## src/rtl/backtrack_controller.sv

```systemverilog
// Conflict backtrack engine for the DPLL core.
// Pops the trace, unassigns forced vars, flips the last decision.
module backtrack_controller #(
    parameter int NUM_VARIABLE   = 128,
    parameter int VAR_W          = 9,
    parameter int TIMEOUT_CYCLES = 64,
    localparam int PC_W          = $clog2(NUM_VARIABLE + 1),
    localparam int TO_W          = $clog2(TIMEOUT_CYCLES + 1)
) (
    input  logic             clk,
    input  logic             reset,
    input  logic             start,
    output logic             tt_push,
    output logic             tt_pop,
    output logic             tt_type,
    output logic             tt_val,
    output logic [VAR_W-1:0] tt_variable,
    input  logic             tt_done,
    input  logic             tt_empty,
    input  logic             tt_type_out,
    input  logic             tt_val_out,
    input  logic [VAR_W-1:0] tt_variable_out,
    output logic             var_wr_en,
    output logic [VAR_W-1:0] var_wr_idx,
    output logic [1:0]       var_wr_val,
    output logic             busy,
    output logic             done,
    output logic             unsat,
    output logic             error,
    output logic [VAR_W-1:0] flipped_var,
    output logic             flipped_val,
    output logic [PC_W-1:0]  pop_count
);

    typedef enum logic [2:0] {
        S_IDLE,
        S_POP_REQ,
        S_POP_WAIT,
        S_UNASSIGN,
        S_PUSH_REQ,
        S_PUSH_WAIT,
        S_FINISH
    } state_t;

    localparam logic [TO_W-1:0] TO_LAST = TO_W'(TIMEOUT_CYCLES - 1);
    localparam logic [PC_W-1:0] PC_MAX  = PC_W'(NUM_VARIABLE);

    state_t           r_state;
    logic [TO_W-1:0]  r_tmo;
    logic             r_typ;
    logic             r_val;
    logic [VAR_W-1:0] r_var;

    logic             r_tt_push;
    logic             r_tt_pop;
    logic             r_tt_type;
    logic             r_tt_val;
    logic [VAR_W-1:0] r_tt_var;
    logic             r_wr_en;
    logic [VAR_W-1:0] r_wr_idx;
    logic [1:0]       r_wr_val;
    logic             r_busy;
    logic             r_done;
    logic             r_unsat;
    logic             r_error;
    logic [VAR_W-1:0] r_flip_var;
    logic             r_flip_val;
    logic [PC_W-1:0]  r_pop_count;

    // Backtrack FSM; every output is registered on entry to its state
    always_ff @(posedge clk) begin
        if (reset) begin
            r_state     <= S_IDLE;
            r_tmo       <= '0;
            r_typ       <= 1'b0;
            r_val       <= 1'b0;
            r_var       <= '0;
            r_tt_push   <= 1'b0;
            r_tt_pop    <= 1'b0;
            r_tt_type   <= 1'b0;
            r_tt_val    <= 1'b0;
            r_tt_var    <= '0;
            r_wr_en     <= 1'b0;
            r_wr_idx    <= '0;
            r_wr_val    <= 2'b00;
            r_busy      <= 1'b0;
            r_done      <= 1'b0;
            r_unsat     <= 1'b0;
            r_error     <= 1'b0;
            r_flip_var  <= '0;
            r_flip_val  <= 1'b0;
            r_pop_count <= '0;
        end else begin
            r_tt_push <= 1'b0;
            r_tt_pop  <= 1'b0;
            r_tt_type <= 1'b0;
            r_tt_val  <= 1'b0;
            r_tt_var  <= '0;
            r_wr_en   <= 1'b0;
            r_wr_idx  <= '0;
            r_wr_val  <= 2'b00;
            r_done    <= 1'b0;
            unique case (r_state)
                S_IDLE: begin
                    if (start) begin
                        r_state     <= S_POP_REQ;
                        r_tt_pop    <= 1'b1;
                        r_busy      <= 1'b1;
                        r_pop_count <= '0;
                        r_unsat     <= 1'b0;
                        r_error     <= 1'b0;
                    end
                end
                S_POP_REQ: begin
                    r_state <= S_POP_WAIT;
                    r_tmo   <= '0;
                end
                S_POP_WAIT: begin
                    if (tt_done) begin
                        if (tt_empty) begin
                            r_unsat <= 1'b1;
                            r_done  <= 1'b1;
                            r_state <= S_FINISH;
                        end else begin
                            r_typ    <= tt_type_out;
                            r_val    <= tt_val_out;
                            r_var    <= tt_variable_out;
                            r_wr_en  <= 1'b1;
                            r_wr_idx <= tt_variable_out;
                            r_state  <= S_UNASSIGN;
                            if (r_pop_count != PC_MAX) begin
                                r_pop_count <= r_pop_count + 1'b1;
                            end
                        end
                    end else if (r_tmo == TO_LAST) begin
                        r_error <= 1'b1;
                        r_done  <= 1'b1;
                        r_state <= S_FINISH;
                    end else begin
                        r_tmo <= r_tmo + 1'b1;
                    end
                end
                S_UNASSIGN: begin
                    if (r_typ) begin
                        r_state  <= S_POP_REQ;
                        r_tt_pop <= 1'b1;
                    end else begin
                        r_state   <= S_PUSH_REQ;
                        r_tt_push <= 1'b1;
                        r_tt_type <= 1'b1;
                        r_tt_val  <= ~r_val;
                        r_tt_var  <= r_var;
                        r_wr_en   <= 1'b1;
                        r_wr_idx  <= r_var;
                        r_wr_val  <= r_val ? 2'b01 : 2'b10;
                    end
                end
                S_PUSH_REQ: begin
                    r_state <= S_PUSH_WAIT;
                    r_tmo   <= '0;
                end
                S_PUSH_WAIT: begin
                    if (tt_done) begin
                        r_flip_var <= r_var;
                        r_flip_val <= ~r_val;
                        r_done     <= 1'b1;
                        r_state    <= S_FINISH;
                    end else if (r_tmo == TO_LAST) begin
                        r_error <= 1'b1;
                        r_done  <= 1'b1;
                        r_state <= S_FINISH;
                    end else begin
                        r_tmo <= r_tmo + 1'b1;
                    end
                end
                S_FINISH: begin
                    r_busy  <= 1'b0;
                    r_state <= S_IDLE;
                end
                default: begin
                    r_busy  <= 1'b0;
                    r_state <= S_IDLE;
                end
            endcase
        end
    end

    assign tt_push     = r_tt_push;
    assign tt_pop      = r_tt_pop;
    assign tt_type     = r_tt_type;
    assign tt_val      = r_tt_val;
    assign tt_variable = r_tt_var;
    assign var_wr_en   = r_wr_en;
    assign var_wr_idx  = r_wr_idx;
    assign var_wr_val  = r_wr_val;
    assign busy        = r_busy;
    assign done        = r_done;
    assign unsat       = r_unsat;
    assign error       = r_error;
    assign flipped_var = r_flip_var;
    assign flipped_val = r_flip_val;
    assign pop_count   = r_pop_count;

endmodule

```

## config.mk

```make
export PLATFORM = sky130hd
export DESIGN_NAME = backtrack_controller
export DESIGN_NICKNAME = d
export VERILOG_FILES = /design/src/rtl/backtrack_controller.sv
export SDC_FILE = /design/constraint.sdc
export NUM_CORES = 1
export LEC_CHECK = 0
export ABC_AREA = 1
export CORE_MARGIN = 5
export CORE_UTILIZATION = 31
export CTS_CLUSTER_SIZE = 28
export DETAILED_ROUTE_END_ITERATION = 6
export PLACE_DENSITY = 0.66
export SLEW_MARGIN = 20
export SYNTH_ARGS = -nofsm -noshare
export SYNTH_HDL_FRONTEND = slang
export SYNTH_SLANG_ARGS = --single-unit
export TNS_END_PERCENT = 100
```

## constraint.sdc

```tcl
create_clock -name clk -period 1.4 [get_ports clk]
set_input_delay 0.28 -clock clk [delete_from_list [all_inputs] [get_ports clk]]
set_output_delay 0.28 -clock clk [all_outputs]
set_load 0.02 [all_outputs]
```

==> results of run 1 <==
[worst register-to-register path: stages (launching register included)]
cell and delay (ns):
sky130_fd_sc_hd__dfxtp_2 0.34, sky130_fd_sc_hd__buf_6 0.14, sky130_fd_sc_hd__nor2_4 0.19, sky130_fd_sc_hd__nand2_8 0.10
sky130_fd_sc_hd__nor2_4 0.15, sky130_fd_sc_hd__buf_8 0.16, sky130_fd_sc_hd__nand2_1 0.10, sky130_fd_sc_hd__a21oi_2 0.15
[area by class of cell]
cell class / count / area, µm²
timing repair buffer: 96 / 855
clock inverter: 7 / 100
inverter: 39 / 151
sequential: 66 / 1330
tap: 108 / 135
clock buffer: 9 / 124
multi-input combinational: 248 / 1360
fill: 856 / 4670
[cells in the mapped netlist (all sizes together)]
cell type	number	area (µm²)
a21oi	52	260
a31oi	1	6.26
buf	8	55.1
clkbuf	6	22.5
dfxtp	66	1320
ha	3	37.5
inv	39	146
nand2	97	398
nand3	27	168
nand4	7	43.8
nor2	45	199
nor3	1	5.00
o2111ai	1	8.76
o21ai	11	66.3
or2	1	6.26
xnor2	1	8.76
xor2	1	8.76
[report_power, final]
part	internal (mW)	leakage (nW)	switching (mW)
combinational	0.414	1.14	0.610
sequential	1.96	0.536	0.0537
clock	1.02	0.115	0.814
total	3.39	1.79	1.48
[state kept, by name, indices dropped and copies added (netlist names), 3 cells and up]
signal	cells
flipped_var	9
r_state	3
r_var	9
tt_variable	9
var_wr_idx	9
pop_count	8
r_tmo	7
[cell families (layout without fill, tap and decap cells)]
kind of cell | Yosys count | after routing | share of synthesized area [%]
and+or+nand+nor | 178 | 178 | 29.7
buffers and inverters | 53 | 151 | 8.11
DFF | 66 | 66 | 47.8
xor gates and xnor gates | 2 | 2 | 0.634
adders and majority gates | 3 | 3 | 1.36
AOI/OAI and AO/OA | 65 | 65 | 12.4
[routing by layer]
layer / routed length [µm] / track usage [%] / part of all wire (%) / vias up
met3: 475 / 4.28 / 6.3 / 14
met2: 3740 / 22.5 / 49 / 60
met4: 140 / 5.92 / 1.9 / 0
met1: 3200 / 15.9 / 42 / 1237
li1: - / - / - / 1371
met5: 0 / 0 / 0 / -
[per-stage QoR]
| stage | TNS [ns] | hold slack [ns] | cell area [µm²] | util, % |
|---|---|---|---|---|
| after floorplan | 0 | 0.391 | 2760 | - |
| after global placement | -10.01 | 0.420 | 3680 | 42.2 |
| after global routing | -1.85 | 0.278 | 4050 | 46.4 |
| after detailed placement | -11.48 | 0.420 | 3680 | 42.2 |
| final | 0 | 0.270 | 4050 | 46.4 |
| after CTS | 0 | 0.268 | 3850 | 44.2 |
[final timing paths]
path / to / slack [ns]
worst min register to register: tt_val / 0.44
worst max-delay path: var_wr_idx[4] / 0.001
worst min-delay path: tt_pop / 0.27
worst max register to register: var_wr_idx[4] / 0.001
[repair_timing]
action / CTS / global route
setup buffers: 0 / 5
resized for setup: 50 / 56
pin swaps: 0 / 16
endpoints found under the setup margin: 51 / 56
==> run metrics, run 1 <==
transition time of the tightest slew-check pin=0.354 ns; start point of the critical path=r_state[0]; n_diodes=0; placement row count=34; sink count of the clock tree=66; final setup slack of the worst path=0.00100 ns; data required time at the worst endpoint=1.68 ns; Die Span Y=104 µm; critical path's top delay family=simple AND/OR/NAND/NOR gates; maximum number of pins on one net before global-route repair=33; Yosys reg bits=66; worst path buffer plus inverter count=2; post-synthesis sequential area ratio=47.8%; per-cell via count in the routed design=4.68; Max Cap Violations=0; class of the tightest hold or removal check=in -> reg; Hold Vio Cnt, Final=0; Pwr Total=4.87 mW; die width=104 µm; Post-Syn Area per Cell=7.52 µm²; most frequent standard cell in the layout excluding fill and tap cells=sky130_fd_sc_hd__nand2_1; number of DRC violations after detailed routing=0; H-tree Lvls=3; largest fanout of any net on the critical path=11; critical path cell sequence=buf_6, nor2_4, nand2_8, nor2_4, buf_8, nand2_1, a21oi_2; All-Layer GR Usage=13.5%; CP max-delay cell=sky130_fd_sc_hd__dfxtp_2; number of antenna-violating nets in the routed design=0; clock tree from TritonCTS=done; Reg clk slew, reported paths=0.08 ns; Synth Warn #=0; CTS Root Cell=sky130_fd_sc_hd__clkbuf_8; path length in cells of the critical path=7; GP Congestion=0.830; startpoint kind of the worst setup timing path=flop; cell area after technology mapping=2760 µm²; initial cell density of the core=31.7%; most frequent cell on the critical path=sky130_fd_sc_hd__nor2_4; fin crit period=1.40 ns; number of global-route vias before repair=2,684; P&R area growth vs syn=46.7%; hold bufs inserted after CTS=0; number of buffers created by CTS=9; Worst Path Arrival=1.68 ns; startpoint of the most critical hold path=reset; total vias in the final route=2,682; net count of the finished layout=479; total overflow reported by the global router=0; largest buffer count on any clock path=2; highest achievable clock rate=715 MHz; run status=finished clean; number of antenna violations at the first check in global routing=0; number of cells on the worst reg-to-reg path=7; number of instances in the synthesized netlist=367; relative slew slack=76.4%; Core Footprint=8720 µm²; largest stage delay on the critical path=0.34 ns; post-synthesis cell type count=29; fraction of final layout cells with drive strength greater than 1=24.1%; source-to-sink clock delay at the later pin of the worst-skew pair=0.36 ns; number of detailed-route iterations in the first pass=4; unrepaired setup endpoints after global routing=true; Finish-stage setup viols=0; HPWL reported at the end of detailed placement=5340 µm; endpoint class of the critical path=flop; reg2reg start=r_state[0]; wire length of the first global-routing pass=12,200 µm; Top Ports=63; DRT iter0 DRCs=119; Layout Cells excl Fill=573; count of input and output buffers=62; number of cells on the worst hold path=2; routed length per placed instance=13.2 µm; power density cells=1200 nW/µm²; most frequent cells in the layout=84 x sky130_fd_sc_hd__nand2_1, 61 x sky130_fd_sc_hd__dfxtp_1, 45 x sky130_fd_sc_hd__dlygate4sd2_1; leakage power summed over all cells=1.79 nW; maximum clock skew at final layout=0.00954 ns; Die Area=10,900 µm²; Cell Count Post-Placement=552; Worst Setup Slack post-DPL=-0.339 ns; total wirelength of the detailed-routed design=7560 µm; fraction of the cycle the final worst path needs=99.9%; Final Slew Violations=0; worst voltage drop across the vdd grid=0.570 mV; critical path start-end classification=reg -> reg; syn_nets=386
No activity file was read; power rests on OpenSTA's default activity.
==> run 2, diff against run 1 <==
==> constraint.sdc (replaced) <==
create_clock -name clk -period 1.4 [get_ports clk]
set_input_delay 0.35 -clock clk [delete_from_list [all_inputs] [get_ports clk]]
set_output_delay 0.35 -clock clk [all_outputs]
set_load 0.02 [all_outputs]
==> run metrics, run 2 (synthesis results as in run 1) <==
HPWL reported at the end of detailed placement=5270 µm (was 5340 µm); most frequent cells in the layout=89 x sky130_fd_sc_hd__nand2_1, 61 x sky130_fd_sc_hd__dfxtp_1, 51 x sky130_fd_sc_hd__a21oi_1 (was 84 x sky130_fd_sc_hd__nand2_1, 61 x sky130_fd_sc_hd__dfxtp_1, 45 x sky130_fd_sc_hd__dlygate4sd2_1); path length in cells of the critical path=1 (was 7); initial cell density of the core=31.7% (unchanged); n_diodes=0 (unchanged); clock tree from TritonCTS=done (unchanged); Max Cap Violations=0 (unchanged); Top Ports=63 (unchanged); Worst Hold Margin=0.351 ns (was 0.270 ns); Pwr Total=4.57 mW (was 4.87 mW); total wirelength of the detailed-routed design=7160 µm (was 7560 µm); run status=finished clean (unchanged); total overflow reported by the global router=0 (unchanged); placement row count=34 (unchanged); largest buffer count on any clock path=2 (unchanged); worst path buffer plus inverter count=1 (was 2); fin crit period=1.35 ns (was 1.40 ns); fraction of final layout cells with drive strength greater than 1=22.2% (was 24.1%); number of detailed-route iterations in the first pass=4 (unchanged); Worst Path Arrival=1.00 ns (was 1.68 ns); per-cell via count in the routed design=4.58 (was 4.68); worst voltage drop across the vdd grid=0.639 mV (was 0.570 mV); data required time at the worst endpoint=1.05 ns (was 1.68 ns); number of global-route vias before repair=2,620 (was 2,684); DRT iter0 DRCs=83 (was 119); class of the tightest hold or removal check=in -> reg (unchanged); number of cells on the worst hold path=2 (unchanged); total vias in the final route=2,626 (was 2,682); number of antenna-violating nets in the routed design=0 (unchanged); Register-to-Register Setup Slack=0.07 ns (was 0.001 ns); Final Slew Violations=0 (unchanged); critical path cell sequence=clkdlybuf4s15_1 (was buf_6, nor2_4, nand2_8, nor2_4, buf_8, nand2_1, a21oi_2); source-to-sink clock delay at the later pin of the worst-skew pair=0.34 ns (was 0.36 ns); number of antenna violations at the first check in global routing=0 (unchanged); die width=104 µm (unchanged); transition time of the tightest slew-check pin=0.278 ns (was 0.354 ns); net count of the finished layout=479 (unchanged); Core Footprint=8720 µm² (unchanged); sink count of the clock tree=66 (unchanged); relative slew slack=81.4% (was 76.4%); Cell Count Post-Placement=553 (was 552); H-tree Lvls=3 (unchanged); routed length per placed instance=12.5 µm (was 13.2 µm); Hold Vio Cnt, Final=0 (unchanged); number of cells on the worst reg-to-reg path=6 (was 7); GP Congestion=0.861 (was 0.830); Layout Cells excl Fill=573 (unchanged); power density cells=1170 nW/µm² (was 1200 nW/µm²); Finish-stage setup viols=0 (unchanged); maximum clock skew at final layout=0.00928 ns (was 0.00954 ns); critical path start-end classification=reg -> out (was reg -> reg); P&R area growth vs syn=41.5% (was 46.7%); Die Span Y=104 µm (unchanged); largest stage delay on the critical path=0.35 ns (was 0.34 ns); Filler Cell Count=867 (was 856); startpoint kind of the worst setup timing path=flop (unchanged); count of input and output buffers=62 (unchanged); largest fanout of any net on the critical path=2 (was 11); fraction of the cycle the final worst path needs=96.4% (was 99.9%); maximum number of pins on one net before global-route repair=28 (was 33); number of DRC violations after detailed routing=0 (unchanged); CTS Root Cell=sky130_fd_sc_hd__clkbuf_8 (unchanged); leakage power summed over all cells=1.66 nW (was 1.79 nW); endpoint class of the critical path=output pin (was flop); Reg clk slew, reported paths=0.08 ns (about the same); wire length of the first global-routing pass=12,100 µm (was 12,200 µm); Die Area=10,900 µm² (unchanged); critical path's top delay family=flip-flops (was simple AND/OR/NAND/NOR gates); CP max-delay cell=sky130_fd_sc_hd__dfxtp_1 (was sky130_fd_sc_hd__dfxtp_2); number of buffers created by CTS=9 (unchanged); highest achievable clock rate=741 MHz (was 715 MHz); most frequent standard cell in the layout excluding fill and tap cells=sky130_fd_sc_hd__nand2_1 (unchanged); All-Layer GR Usage=13.4% (was 13.5%)
## run 2: changes by cell type in the layout (fill, tap and decap cells not counted), moves of 3 or more
cell and delta:
sky130_fd_sc_hd__dlygate4sd2_1 -22, sky130_fd_sc_hd__a21oi_1 +12, sky130_fd_sc_hd__a21oi_2 -12, sky130_fd_sc_hd__clkdlybuf4s15_1 +12
sky130_fd_sc_hd__clkbuf_2 +8, sky130_fd_sc_hd__nand2_1 +5, sky130_fd_sc_hd__buf_4 +4, sky130_fd_sc_hd__buf_6 -3
sky130_fd_sc_hd__o21ai_1 +3, sky130_fd_sc_hd__o21ai_2 -3
## run 2: final timing paths
check              start           end
min reg2reg        r_val        tt_val
min                reset       tt_type
max          flipped_val   flipped_val
max reg2reg   r_state[0]  pop_count[2]
## run 2: final cells by class
class	count	area (µm²)	area share, %
Sequential cell	66	1330	34.1
Multi-Input combinational cell	248	1260	32.3
Timing Repair Buffer	96	826	21.1
Inverter	39	149	3.81
Tap cell	108	135	3.46
Clock buffer	9	124	3.17
Clock inverter	7	77.6	1.99
## run 2: where the power goes
group	internal, mW	total [mW]	leakage, nW	switching [mW]
Clock	0.841	1.64	0.105	0.799
Combinational	0.372	0.911	1.02	0.539
Sequential	1.95	2.02	0.536	0.0659
## run 2: per-layer routing
metal / vias to the layer above / GRT usage (%) / wire (µm)
li1: 1362 / - / -
met1: 1204 / 16.0 / 3220
met2: 52 / 21.9 / 3430
met3: 8 / 5.40 / 432
met4: 0 / 3.89 / 80
met5: - / 0 / 0
## run 2: repair_timing
action	in CTS	in global routing
gates resized for setup	64	46
hold buffers	0	0
endpoints found under the setup margin	52	62
pin swaps	0	5
buffers inserted	0	4
## run 2: worst reg2reg max path: cells and delay by family, from the launching register on
| family | cells | cell delay [ns] |
|---|---|---|
| buf+inv | 1 | 0.17 |
| compound gates | 1 | 0.14 |
| simple gates | 4 | 0.55 |
| flops | 1 | 0.38 |
## run 2: metrics by stage
stage               TNS (ns)  utilization (%)  area (µm²)  setup slack (ns)
floorplan                  0                -        2760            0.0208
global placement       -9.90             42.3        3680            -0.244
detailed placement    -10.64             42.3        3680            -0.249
CTS                        0             44.2        3850           0.00132
global route         -0.0875             44.8        3910           -0.0235
finish                     0             44.8        3910            0.0507
